`src/rtl/syscall_halt_ctrl.sv`:
```
// Syscall/halt controller: decodes $v0, latches $a0 on print, holds the PC on pause/exit.
// pc_en is combinational; go resumes pause SYNC_STAGES edges after it rises; no backpressure.
module syscall_halt_ctrl #(
    parameter int DATA_W      = 32,
    parameter int PRINT_CODE  = 34,
    parameter int EXIT_CODE   = 10,
    parameter int SYNC_STAGES = 2,
    parameter int CNT_W       = 16
) (
    input  logic              clk,
    input  logic              rst,
    input  logic              syscall,
    input  logic [DATA_W-1:0] v0,
    input  logic [DATA_W-1:0] a0,
    input  logic              go,
    output logic              pc_en,
    output logic              halted,
    output logic              exited,
    output logic [DATA_W-1:0] disp_data,
    output logic              disp_valid,
    output logic [CNT_W-1:0]  halt_cnt,
    output logic [CNT_W-1:0]  print_cnt
);

    typedef enum logic [1:0] {ST_RUN, ST_PAUSE, ST_EXIT} state_e;

    localparam logic [DATA_W-1:0] PRINT_V = DATA_W'(PRINT_CODE);
    localparam logic [DATA_W-1:0] EXIT_V  = DATA_W'(EXIT_CODE);
    localparam logic [CNT_W-1:0]  CNT_MAX = {CNT_W{1'b1}};

    state_e                 state_q, state_d;
    logic [SYNC_STAGES-1:0] sync_q, sync_d;
    logic                   go_q, go_d;
    logic [DATA_W-1:0]      disp_data_q, disp_data_d;
    logic                   disp_valid_q, disp_valid_d;
    logic [CNT_W-1:0]       halt_cnt_q, halt_cnt_d;
    logic [CNT_W-1:0]       print_cnt_q, print_cnt_d;
    logic                   halted_q, halted_d;
    logic                   exited_q, exited_d;

    logic is_print, is_exit, run_pc_en, go_rise;

    always_comb begin
        sync_d       = {sync_q[SYNC_STAGES-2:0], go};
        go_d         = sync_q[SYNC_STAGES-1];
        go_rise      = sync_q[SYNC_STAGES-1] & ~go_q;
        is_print     = (v0 == PRINT_V);
        is_exit      = (v0 == EXIT_V);
        run_pc_en    = ~syscall | is_print;

        state_d      = state_q;
        disp_data_d  = disp_data_q;
        disp_valid_d = 1'b0;
        halt_cnt_d   = halt_cnt_q;
        print_cnt_d  = print_cnt_q;
        pc_en        = 1'b0;

        case (state_q)
            ST_RUN: begin
                pc_en = run_pc_en;
                if (syscall) begin
                    if (is_print) begin
                        disp_data_d  = a0;
                        disp_valid_d = 1'b1;
                        print_cnt_d  = (print_cnt_q == CNT_MAX) ? print_cnt_q
                                                                : print_cnt_q + CNT_W'(1);
                    end else begin
                        state_d    = is_exit ? ST_EXIT : ST_PAUSE;
                        halt_cnt_d = (halt_cnt_q == CNT_MAX) ? halt_cnt_q
                                                             : halt_cnt_q + CNT_W'(1);
                    end
                end
            end
            ST_PAUSE: begin
                // The PC steps past the held syscall in exactly the resume cycle.
                pc_en = go_rise;
                if (go_rise) state_d = ST_RUN;
            end
            ST_EXIT: pc_en = 1'b0;
            default: state_d = ST_RUN;
        endcase

        if (rst) pc_en = run_pc_en;

        halted_d = (state_d != ST_RUN);
        exited_d = (state_d == ST_EXIT);
    end

    always_ff @(posedge clk) begin
        if (rst) begin
            state_q      <= ST_RUN;
            sync_q       <= '0;
            go_q         <= 1'b0;
            disp_data_q  <= '0;
            disp_valid_q <= 1'b0;
            halt_cnt_q   <= '0;
            print_cnt_q  <= '0;
            halted_q     <= 1'b0;
            exited_q     <= 1'b0;
        end else begin
            state_q      <= state_d;
            sync_q       <= sync_d;
            go_q         <= go_d;
            disp_data_q  <= disp_data_d;
            disp_valid_q <= disp_valid_d;
            halt_cnt_q   <= halt_cnt_d;
            print_cnt_q  <= print_cnt_d;
            halted_q     <= halted_d;
            exited_q     <= exited_d;
        end
    end

    assign halted     = halted_q;
    assign exited     = exited_q;
    assign disp_data  = disp_data_q;
    assign disp_valid = disp_valid_q;
    assign halt_cnt   = halt_cnt_q;
    assign print_cnt  = print_cnt_q;

endmodule

```
`config.mk`:
```
export PLATFORM = sky130hd
export DESIGN_NAME = syscall_halt_ctrl
export DESIGN_NICKNAME = d
export VERILOG_FILES = /design/src/rtl/syscall_halt_ctrl.sv
export SDC_FILE = /design/constraint.sdc
export NUM_CORES = 1
export LEC_CHECK = 0
export ABC_CLOCK_PERIOD_IN_PS = 2000
export CORE_MARGIN = 2
export CORE_UTILIZATION = 56
export CTS_BUF_LIST = sky130_fd_sc_hd__clkbuf_16
export DETAILED_ROUTE_END_ITERATION = 10
export DONT_BUFFER_PORTS = 1
export PLACE_DENSITY = 0.74
export SKIP_CTS_REPAIR_TIMING = 1
export SLEW_MARGIN = 0
export SYNTH_ARGS = -nofsm -noshare
export SYNTH_HDL_FRONTEND = slang
export SYNTH_SLANG_ARGS = --single-unit
```
`constraint.sdc`:
```
create_clock -name clk -period 2 [get_ports clk]
set_input_delay 0.2 -clock clk [delete_from_list [all_inputs] [get_ports clk]]
set_output_delay 0.2 -clock clk [all_outputs]
set_load 0.02 [all_outputs]
```
# Word level (Yosys, flattened, before mapping)
# Cells that the tools add are included.
# op_classes
add_sub_neg,2
n_eq_ne,7
mux,8
bitwise_logic,8
n_reduce_logical,6
# op_table
op,count
$add A16 B1 Y16 const B,2
$eq A16 B16 Y1 const B,2
$eq A32 B4 Y1 const B,1
$eq A32 B6 Y1 const B,1
$mux W2,4
$reduce_and A4 Y1,2
$not A1 Y1,6
$pmux W2 S3,1
$eq A2 B2 Y1 const B,2
$reduce_and A3 Y1,1
$reduce_or A3 Y1,1
$eq A2 B1 Y1 const B,1
$logic_not A2 Y1,1
$mux W1,2
$pmux W1 S2,1
$reduce_bool A2 Y1,1
$and A1 B1 Y1,1
$or A1 B1 Y1,1
# word_totals
ff_bits,72
inputBits,68

# Longest topological paths before layout
# Gate-level depths: netlist of the first run.
# depth
ltp_word,6
depth_mapped,8

# Least setup slack after synthesis of the first run
# No wires, ideal clock.
# synth_timing
path_kind,input port to flip-flop
start,in v0[18]
end,reg print_cnt_q[15] (netlist: print_cnt[15])
setup_ns,0.121
arrival_time_ns,2.025
path_slack_ns,-0.145
path_stages,6
path_buffers,1
cell_sequence,nor4_2 > nand4_2 > or4_4 > buf_6 > nor4_1 > mux2_2
# synth_via
elab_chain_len,2
# synth_lines
element,line_no,rtl
from (decl),13,"input logic [DATA_W-1:0] v0,"
$eq A32 B6 Y1,47,is_print = (v0 == PRINT_V);
$reduce_and A4 Y1 (no source line),n/a,
to (signal assigned),107,print_cnt_q <= print_cnt_d;
to (decl),37,"logic [CNT_W-1:0] print_cnt_q, print_cnt_d;"
# Every way passes these cells.
# A chain may end at the register's enable or synchronous reset.

# Final worst setup path of the first run
# layout_timing
start,reg state_q[1]
end,reg print_cnt_q[11] (netlist: print_cnt[11])
# layout_via
elab_chain_len,2
# layout_lines
element,line_no,rtl
from (decl),31,"state_e state_q, state_d;"
from (signal assigned),101,state_q <= state_d;
$logic_not A2 Y1,58,case (state_q)
$reduce_and A4 Y1 (no source line),n/a,
# Every way passes these cells.

==> results_dict.tcl, run 1 <==
set metrics [dict create \
    status "finished with violations" \
    violations "negative hold slack, negative setup slack" \
    async_flop_share 0 \
    internal-power_mw 2.70 \
    start_kind "flip-flop" \
    cts-buffers-inserted 9 \
    die_h_microns 78.4 \
    ys.flop_type "dfxtp_1" \
    multi_input_area_sq_um 1670 \
    clk_latency_ps 320 \
    drv_cap 0 \
    area_delta_synth_final_pct 29.6 \
    worst_pin_slew_ps 516 \
    peakVddDrop_uv 786 \
    crit_fanout 6 \
    grt_pass1_vias 2759 \
    holdPathStages 1 \
    ant_nets 0 \
    postSynthAreaPerCell_sq_um 8.21 \
    p_leak_nw 1.35 \
    timing.hold.ws_ps -58.5 \
    ys_ff_latch 72 \
    core_area_sq_um 5440 \
    cts_sinks 72 \
    r2r_end "print_cnt[11]$_SDFFE_PP0P_" \
    cts_tree "built" \
    worst_slack_ps -51.2 \
    synthXorXnorAreaFrac 0.00565 \
    synth-adder-area-share 0.00806 \
    finalSetupTns_ps -126 \
    crit_arrival_ps 2260 \
    synth-compound-area-share 0.183 \
    end_kind "flip-flop" \
    max_slew_margin 0.654 \
    gp_congestion 0.835 \
    routedWlPerCell_microns 16.1 \
    clockPowerShare 0.544 \
    synth_top_family_by_area "simple AND/OR/NAND/NOR gates" \
    path_class "flip-flop to flip-flop" \
    drt-total-wl_microns 8040 \
    die_area_sq_um 6150 \
    numPortBuffers 0 \
    grt_max_degree 75 \
    n_fill_cell 397 \
    holdPathEnd "print_cnt[4]$_SDFFE_PP0P_" \
    p_sw_mw 0.645 \
    maxSlewViolCount 0 \
    final-hold-violation-count 63 \
    fin_worst_skew_ps 5.76 \
    initial_core_util 0.571 \
    r2r-start "state_q[1]$_SDFF_PP0_" \
    fmax_ghz 0.488 \
    sw_frac_of_total 0.193 \
    ys_types 39 \
    num_antenna_cells 0 \
    seq_area_frac_synth 0.465 \
    clkTransAtPathRegs_ps 60 \
    rsz0062_at_grt "true" \
    synth_edf_count 0 \
    seq_power_share 0.433 \
    grt_use_total 0.250 \
    cts_root_buffer "clkbuf_16" \
    fin_nets 492 \
    dp_hpwl_microns 5390 \
    period_minus_slack_ps 2050 \
    via_per_inst 6.06 \
    antenna_found_initial 0 \
    rows 27 \
    finalCritPeriodShare 1.03 \
    drive_gt1_frac 0.234 \
    yosysWarnings 0 \
    p_per_area_nw_per_um2 833 \
    synth-simple-area-share 0.291 \
    setup_viol 4 \
    final_util 0.739 \
    final-seq-area_sq_um 1440 \
    worstPathRequired_ps 2210 \
    vias 3022 \
    r2r_cells 6 \
    pwr-share-comb 0.024 \
    r2r_setup_slack_ps -50 \
    min-delay-start "rst" \
    syn-num-nets 448 \
    drtIter0Drc 165 \
    htree_levels 3 \
    grt_pass1_wl_microns 12300 \
    clockBufferDepth 2 \
    hold_path.class "input pin to flip-flop" \
    die_x_microns 78.4 \
    synthMuxAreaShare 0.00726 \
    netlist_area_sq_um 3100 \
    drc 0 \
    grt_overflow 0 \
    dr.pass1.iters 5 \
    ios 136 \
    syn-instance-count 378 \
]
-- per-stage QoR --
step / total power [mW] / instance area [sq um] / hold WS [ps] / cells / setup WS, ps
after floorplan: 1.55 / 3140 / 328 / 378 / -29.9
after global placement: 1.55 / 3530 / 275 / 478 / -32.2
after detailed placement: 1.55 / 3530 / 279 / 478 / -109
after CTS: 3.36 / 3870 / -61.8 / 494 / -103
after global routing: 3.44 / 4020 / -66.5 / 499 / -82.3
final: 3.35 / 4020 / -58.5 / 499 / -51.2
-- flip-flops by register name, summed over array words and instances (netlist names) --
register / cells
go_q: 1
halted: 1
disp_valid: 1
halt_cnt: 16
exited: 1
disp_data: 32
print_cnt: 16
sync_q: 2
state_q: 2
-- area by class of cell --
class / count / area share
inverter: 10 / 0.00933
sequential: 72 / 0.359
clock buffer: 9 / 0.0560
multi-input combinational: 275 / 0.416
timing repair buffer: 54 / 0.108
clock inverter: 7 / 0.0296
tap: 72 / 0.0224
-- routing by layer --
layer	track usage	routed length [microns]
met1	0.298	3150
met5	0	0
met4	0.109	236
met2	0.404	4020
met3	0.0920	633
-- critical path, cell delays in order, from the launching register on --
cell and delay (ps):
dfxtp_2 320, or3b_4 430, buf_4 170, or4_4 520, buf_4 170, o31ai_1 240, a21oi_1 90
-- kinds of logic (layout without fill, tap and decap cells) --
logic type | count (synthesis) | count (layout)
simple gates | 168 | 169
compound gates | 100 | 100
flops | 72 | 72
buf+inv | 32 | 80
fa+ha+maj | 2 | 2
xor+xnor | 2 | 2
mux | 2 | 2
-- power by group through the flow --
| stage | sequential, mW | combinational (mW) | clock [mW] |
|---|---|---|---|
| after global placement | 1.48 | 0.0648 | 0 |
| after CTS | 1.45 | 0.0688 | 1.84 |
| after floorplan | 1.49 | 0.0616 | 0 |
| after global routing | 1.45 | 0.0854 | 1.90 |
| final | 1.45 | 0.0788 | 1.82 |
| after detailed placement | 1.48 | 0.0678 | 0 |
-- worst max path at each step --
stage,startpoint,end,slack [ps],cells past startpoint
2_1_floorplan,state_q[0]$_SDFF_PP0_,print_cnt[15]$_SDFFE_PP0P_,-30,6
3_3_place_gp,v0[8],print_cnt[4]$_SDFFE_PP0P_,-30,5
3_5_place_dp,v0[8],print_cnt[4]$_SDFFE_PP0P_,-110,5
4_1_cts,state_q[0]$_SDFF_PP0_,print_cnt[13]$_SDFFE_PP0P_,-100,4
5_1_grt,state_q[1]$_SDFF_PP0_,print_cnt[11]$_SDFFE_PP0P_,-80,6
6_report,state_q[1]$_SDFF_PP0_,print_cnt[11]$_SDFFE_PP0P_,-50,6
-- Yosys cell counts, types with 3 or more instances --
master	number	area (sq um)
a21oi_1	59	295
and2_1	3	18.8
and4_1	3	26.3
clkbuf_1	20	75.1
dfxtp_1	72	1440
inv_1	10	37.5
nand2_1	75	282
nand3_1	9	45.0
nand4_1	10	62.6
nor2_1	10	37.5
nor2b_1	4	25.0
nor4_1	9	56.3
nor4_2	4	50.1
o21a_1	4	30.0
o21ai_0	16	80.1
o31ai_1	14	105
or3_1	13	81.3
or4_1	15	113
-- placed cells by master, fill, tap and decap left out, drive strengths merged, types with 4 or more instances in the layout --
master	n
nand3	9
o21ai	16
nor2b	4
clkbuf	9
nand2	75
or3	13
dfxtp	72
or4	17
nand4	11
nor2	10
a21oi	59
o21a	4
nor4	13
o31ai	14
inv	12
buf	51
Note: power is estimated with default switching activity, not from simulation.
==> run 2, diff against run 1 <==
- CELL_PAD_IN_SITES_DETAIL_PLACEMENT: unset -> 1
- CELL_PAD_IN_SITES_GLOBAL_PLACEMENT: unset -> 1
- CORE_UTILIZATION: 56 -> 40
- PLACE_DENSITY: 0.74 -> unset
- PLACE_DENSITY_LB_ADDON: unset -> 0.1
==> run 2 against run 1 <==
Effect of this change:
- the flow finishes with violations (negative hold slack)
- critical path type unchanged
- largest cell class unchanged
- clock-buffer cell count stayed put
- non-clock buffer count is 1 lower
- highest routed layer unchanged
- wire length is 14% higher
- sequential share of layout area is 0.20 points lower
- critical path depth is 1 higher
- utilization is 21 points lower
==> results_dict.tcl, run 2 (synthesis gave the netlist of run 1 again) <==
set metrics [dict create \
    status "finished with violations" \
    violations "negative hold slack" \
    r2r-start "state_q[0]$_SDFF_PP0_" \
    grt_max_degree 75 \
    power_mw 3.11 \
    worst_pin_slew_ps 454 \
    initial_core_util 0.408 \
    ios 136 \
    pwr-share-comb 0.024 \
    rsz0062_at_grt "true" \
    htree_levels 3 \
    path_class "flip-flop to flip-flop" \
    worstPathRequired_ps 2250 \
    grt_overflow 0 \
    dr.max_layer_used "met4" \
    rows 32 \
    slowest_delay_ps 450 \
    drc 0 \
    crit_path_start "state_q[0]$_SDFF_PP0_" \
    crit_chain "or3b_4 > buf_6 > nor4_2 > o211ai_1 > buf_4 > or3_1 > a21oi_1" \
    final_common_cell "nand2_1" \
    ant_nets 0 \
    die_area_sq_um 8480 \
    die_h_microns 92.1 \
    finalSetupTns_ps 0 \
    area_delta_synth_final_pct 30.4 \
    clkTransAtPathRegs_ps 60 \
    fin_worst_skew_ps 5.56 \
    drive_gt1_frac 0.249 \
    seq_power_share 0.466 \
    final-seq-area_sq_um 1440 \
    drv_cap 0 \
    finalCritPeriodShare 0.994 \
    maxSlewViolCount 0 \
    fmax_ghz 0.503 \
    grt_pass1_wl_microns 14700 \
    slowest_stage "or3b_4" \
    cts_root_buffer "clkbuf_16" \
    fin_nets 491 \
    max_slew_margin 0.694 \
    dr.pass1.iters 4 \
    gp_congestion 0.796 \
    r2r_setup_slack_ps 10 \
    setup_viol 0 \
    wl_met2_microns 4550 \
    drt-total-wl_microns 9130 \
    core_area_sq_um 7610 \
    clockBufferDepth 2 \
    routedWlPerCell_microns 17.3 \
    crit_fanout 12 \
    p_leak_nw 1.32 \
    wl_met1_microns 3760 \
    cts_sinks 72 \
    sw_frac_of_total 0.216 \
    numPortBuffers 0 \
    clk_latency_ps 320 \
    grt_pass1_vias 3084 \
    num_antenna_cells 0 \
    crit_arrival_ps 2240 \
    timing.hold.ws_ps -50.9 \
    vias 3018 \
    via_per_inst 5.72 \
    drtIter0Drc 125 \
    dp_hpwl_microns 6120 \
    r2r_cells 7 \
    antenna_found_initial 0 \
    period_minus_slack_ps 1990 \
    wl_met3_microns 665 \
    critical_path.endpoint "halt_cnt[10]$_SDFFE_PP0P_" \
    worst_slack_ps 11.6 \
    n_fill_cell 922 \
    r2r_end "halt_cnt[10]$_SDFFE_PP0P_" \
    die_x_microns 92.1 \
    internal-power_mw 2.44 \
    most-common-layout-cells "75 x nand2_1, 70 x dfxtp_1, 50 x a21oi_1, 46 x buf_4, 15 x o21ai_0" \
    p_sw_mw 0.671 \
    p_per_area_nw_per_um2 770 \
    hold_path.class "input pin to flip-flop" \
    end_kind "flip-flop" \
    cts-buffers-inserted 9 \
    final-hold-violation-count 46 \
    final_util 0.532 \
    clockPowerShare 0.510 \
    pre_cts_slack_ps -139 \
    start_kind "flip-flop" \
    cts_tree "built" \
    peakVddDrop_uv 411 \
    multi_input_area_sq_um 1700 \
    largest_register_ffs 32 \
    grt_use_total 0.212 \
]
==> run 2: cell count changes in the layout (fill, tap and decap cells not counted), moves of 2 or more <==
cell        change
a21oi_1         -4
a21oi_2         +4
bufinv_16       -2
clkinvlp_4      +3
or3_4           +2
or3_1           -2
buf_4           -2
==> run 2: worst min-delay path by stage <==
stage | start | to | slack [ps] | cells after the start
final | rst | print_cnt[4]$_SDFFE_PP0P_ | -50 | 1
after global routing | rst | halt_cnt[14]$_SDFFE_PP0P_ | -60 | 1
after CTS | rst | print_cnt[7]$_SDFFE_PP0P_ | -70 | 1
after detailed placement | rst | go_q$_SDFF_PP0_ | 280 | 1
after global placement | rst | go_q$_SDFF_PP0_ | 280 | 1
after floorplan | go | sync_q[0]$_SDFF_PP0_ | 330 | 1
==> run 2: critical path: cells and delay by family (launching register included) <==
| kind | cells | cell delay, ps |
|---|---|---|
| and+or+nand+nor | 3 | 970 |
| buffers and inverters | 2 | 350 |
| DFF | 1 | 330 |
| AOI/OAI and AO/OA | 2 | 270 |
==> run 2: metrics by stage <==
| stage | cells | area (sq um) |
|---|---|---|
| 2_1_floorplan | 378 | 3140 |
| 3_5_place_dp | 504 | 3550 |
| 4_1_cts | 520 | 3850 |
| 3_3_place_gp | 504 | 3550 |
| 5_1_grt | 528 | 4050 |
| 6_report | 528 | 4050 |
==> run 2: power groups by stage <==
stage / sequential [mW] / combinational (mW) / clock, mW
after floorplan: 1.49 / 0.0616 / 0
after global placement: 1.48 / 0.0634 / 0
after detailed placement: 1.48 / 0.0648 / 0
after CTS: 1.45 / 0.0664 / 1.62
after global routing: 1.45 / 0.0826 / 1.68
final: 1.45 / 0.0753 / 1.59
==> run 2: cell type report <==
| type | instances | area share |
|---|---|---|
| multi-input cells | 275 | 0.421 |
| flip-flops and latches | 72 | 0.357 |
| repair buffers | 53 | 0.108 |
| clock buffers | 9 | 0.0556 |
| well taps | 102 | 0.0315 |
| clock inverters | 7 | 0.0179 |
| inverters | 10 | 0.00927 |
==> run 2: per-layer routing <==
metal,track usage,vias to the layer above
li1,-,1455
met1,0.256,1459
met2,0.349,91
met3,0.0731,13
met4,0.0808,0
met5,0,-
==> run 3, diff against run 2 <==
- ABC_AREA: unset -> 1
- ABC_CLOCK_PERIOD_IN_PS: 2000 -> 2050
- CORE_MARGIN: 2 -> unset
- CORE_UTILIZATION: 40 -> 43
- clock period: 2 -> 2.05 ns (I/O delays scaled with it)
==> run 3 against run 2 <==
Effect of this change:
- the run now ends clean
- combinational power rose by 120%
- register-to-register slack better by 270 ps
- fmax increased by 12%
- critical path type unchanged
- largest cell class unchanged
==> results_dict.tcl, run 3 <==
set metrics [dict create \
    grt_overflow 0 \
    n_fill_cell 1119 \
    num_antenna_cells 0 \
    grt_pass1_vias 3799 \
    drtIter0Drc 127 \
    grt_use_total 0.248 \
    end_kind "flip-flop" \
    crit_fanout 9 \
    fin_nets 649 \
    initial_core_util 0.451 \
    pwr-share-comb 0.052 \
    synth_edf_count 0 \
    maxSlewViolCount 0 \
    synth_top_area_share 0.383 \
    grt_pass1_wl_microns 17600 \
    drt-total-wl_microns 11200 \
    netlist_area_sq_um 3760 \
    internal-power_mw 2.41 \
    dr.pass1.iters 4 \
    synthTopCellsByArea "dfxtp_1 38%, nand2_1 12%, nor2_1 9.9%" \
    peakVddDrop_uv 396 \
    final-hold-violation-count 0 \
    cts-buffers-inserted 9 \
    finalSetupTns_ps 0 \
    crit_chain "ha_1 > nand2_1 > nor2_1 > nand2_2 > nor2_2 > nor2_2 > buf_4 > nand3_1 > a21oi_1" \
    cts_tree "built" \
    vias 3725 \
    status "completed" \
    max_slew_margin 0.697 \
    grt_max_degree 39 \
    htree_levels 3 \
    ys_types 30 \
    hold_path.class "input pin to flip-flop" \
    synth_top_area_cell "dfxtp_1" \
    power_mw 3.20 \
    antenna_found_initial 0 \
    drive_gt1_frac 0.122 \
    die_area_sq_um 9130 \
    worstPathRequired_ps 2310 \
    gp_congestion 0.774 \
    die_x_microns 95.6 \
    drv_cap 0 \
    clkTransAtPathRegs_ps 60 \
    rsz0062_at_grt "false" \
    core_area_sq_um 8340 \
    routedWlPerCell_microns 16.2 \
    clk_latency_ps 330 \
    crit_top_cell "nor2_2" \
    ant_nets 0 \
    rows 33 \
    yosysMostFrequentCell "nand2_1" \
    yosysWarnings 0 \
    seq_area_frac_synth 0.383 \
    numPortBuffers 0 \
    most-common-layout-cells "121 x nand2_1, 99 x nor2_1, 72 x dfxtp_1, 60 x a21oi_1, 47 x inv_1" \
    ios 136 \
    dp_hpwl_microns 8130 \
    start_kind "flip-flop" \
    async_flop_share 0 \
    syn-num-nets 628 \
    drc 0 \
    final_common_cell "nand2_1" \
    post_synth_most_frequent_cells "121 x nand2_1, 99 x nor2_1, 72 x dfxtp_1, 60 x a21oi_1, 47 x inv_1" \
    path_class "flip-flop to flip-flop" \
    setup_viol 0 \
    p_per_area_nw_per_um2 737 \
    postSynthAreaPerCell_sq_um 6.74 \
    syn-instance-count 558 \
    crit_arrival_ps 2030 \
    clockPowerShare 0.506 \
    via_per_inst 5.41 \
    period_minus_slack_ps 1770 \
    largest_register_ffs 32 \
    seq_power_share 0.443 \
    area_delta_synth_final_pct 15.3 \
    p_leak_nw 1.70 \
    cts_root_buffer "clkbuf_16" \
    slowest_delay_ps 340 \
    fmax_ghz 0.564 \
    cts_sinks 72 \
    ys_ff_latch 72 \
    fin_worst_skew_ps 7.13 \
    die_h_microns 95.6 \
    clockBufferDepth 2 \
    p_sw_mw 0.787 \
    slowest_stage "nor2_2" \
    sw_frac_of_total 0.246 \
    finalCritPeriodShare 0.865 \
    worst_pin_slew_ps 453 \
    ys.flop_type "dfxtp_1" \
]
[run 3: changes by cell type after synthesis, sizes merged, moves of 10 or more]
cell / before / now
nor2: 10 / 110
nand2: 75 / 124
inv: 10 / 49
nand3: 9 / 40
o21ai: 16 / 36
or4: 16 / 0
o31ai: 14 / 0
nor4: 13 / 0
or3: 13 / 0
xor2: 0 / 10
[run 3: layout make-up]
cell class,instances,area (sq um),area share
multi-input cells,416,2030,0.468
well taps,105,131,0.0303
inverters,49,184,0.0424
flip-flops and latches,72,1440,0.332
repair buffers,31,245,0.0565
clock inverters,7,78.8,0.0182
clock buffers,9,225,0.0519
[run 3: worst paths after layout]
check | startpoint | endpoint | slack [ps] | cells past startpoint
setup / recovery | print_cnt[0]$_SDFFE_PP0P_ | print_cnt[6]$_SDFFE_PP0P_ | 280 | 9
hold / removal | go | sync_q[0]$_SDFF_PP0_ | 3 | 2
setup reg to reg | print_cnt[0]$_SDFFE_PP0P_ | print_cnt[6]$_SDFFE_PP0P_ | 280 | 9
hold reg to reg | sync_q[0]$_SDFF_PP0_ | sync_q[1]$_SDFF_PP0_ | 410 | 2
[run 3: kinds of logic after synthesis]
group,synth area share
AOI/OAI and AO/OA,0.135
xor gates and xnor gates,0.0372
adders and majority gates,0.00665
buffers and inverters,0.0771
DFF,0.383
and+or+nand+nor,0.361
[run 3: metrics by stage]
step,setup WS (ps),cells,utilization,hold slack [ps],instance area (sq um)
2_1_floorplan,356,558,-,312,3760
3_3_place_gp,374,672,0.481,280,4010
3_5_place_dp,326,672,0.481,277,4010
4_1_cts,304,688,0.518,-73.5,4320
5_1_grt,143,689,0.520,2.58,4340
6_report,278,689,0.520,3.12,4340
[run 3: per-layer routing]
metal | GRT usage | part of all wire | vias to the layer above
li1 | - | - | 1845
met1 | 0.297 | 0.43 | 1751
met2 | 0.433 | 0.48 | 115
met3 | 0.0646 | 0.071 | 14
met4 | 0.0734 | 0.012 | 0
met5 | 0 | 0 | -
[run 3: worst max-delay path, delay by kind of cell, from the launching register on]
| kind | cells | cell delay (ps) |
|---|---|---|
| and+or+nand+nor | 6 | 760 |
| DFF | 1 | 310 |
| buffers and inverters | 1 | 250 |
| adders and majority gates | 1 | 210 |
| AOI/OAI and AO/OA | 1 | 160 |
[run 3: power by group through the flow]
stage          logic [mW]  clock network, mW  registers, mW
2_1_floorplan       0.118                  0           1.45
3_3_place_gp        0.140                  0           1.45
3_5_place_dp        0.148                  0           1.45
4_1_cts             0.149               1.63           1.41
5_1_grt             0.183               1.69           1.42
6_report            0.165               1.62           1.41
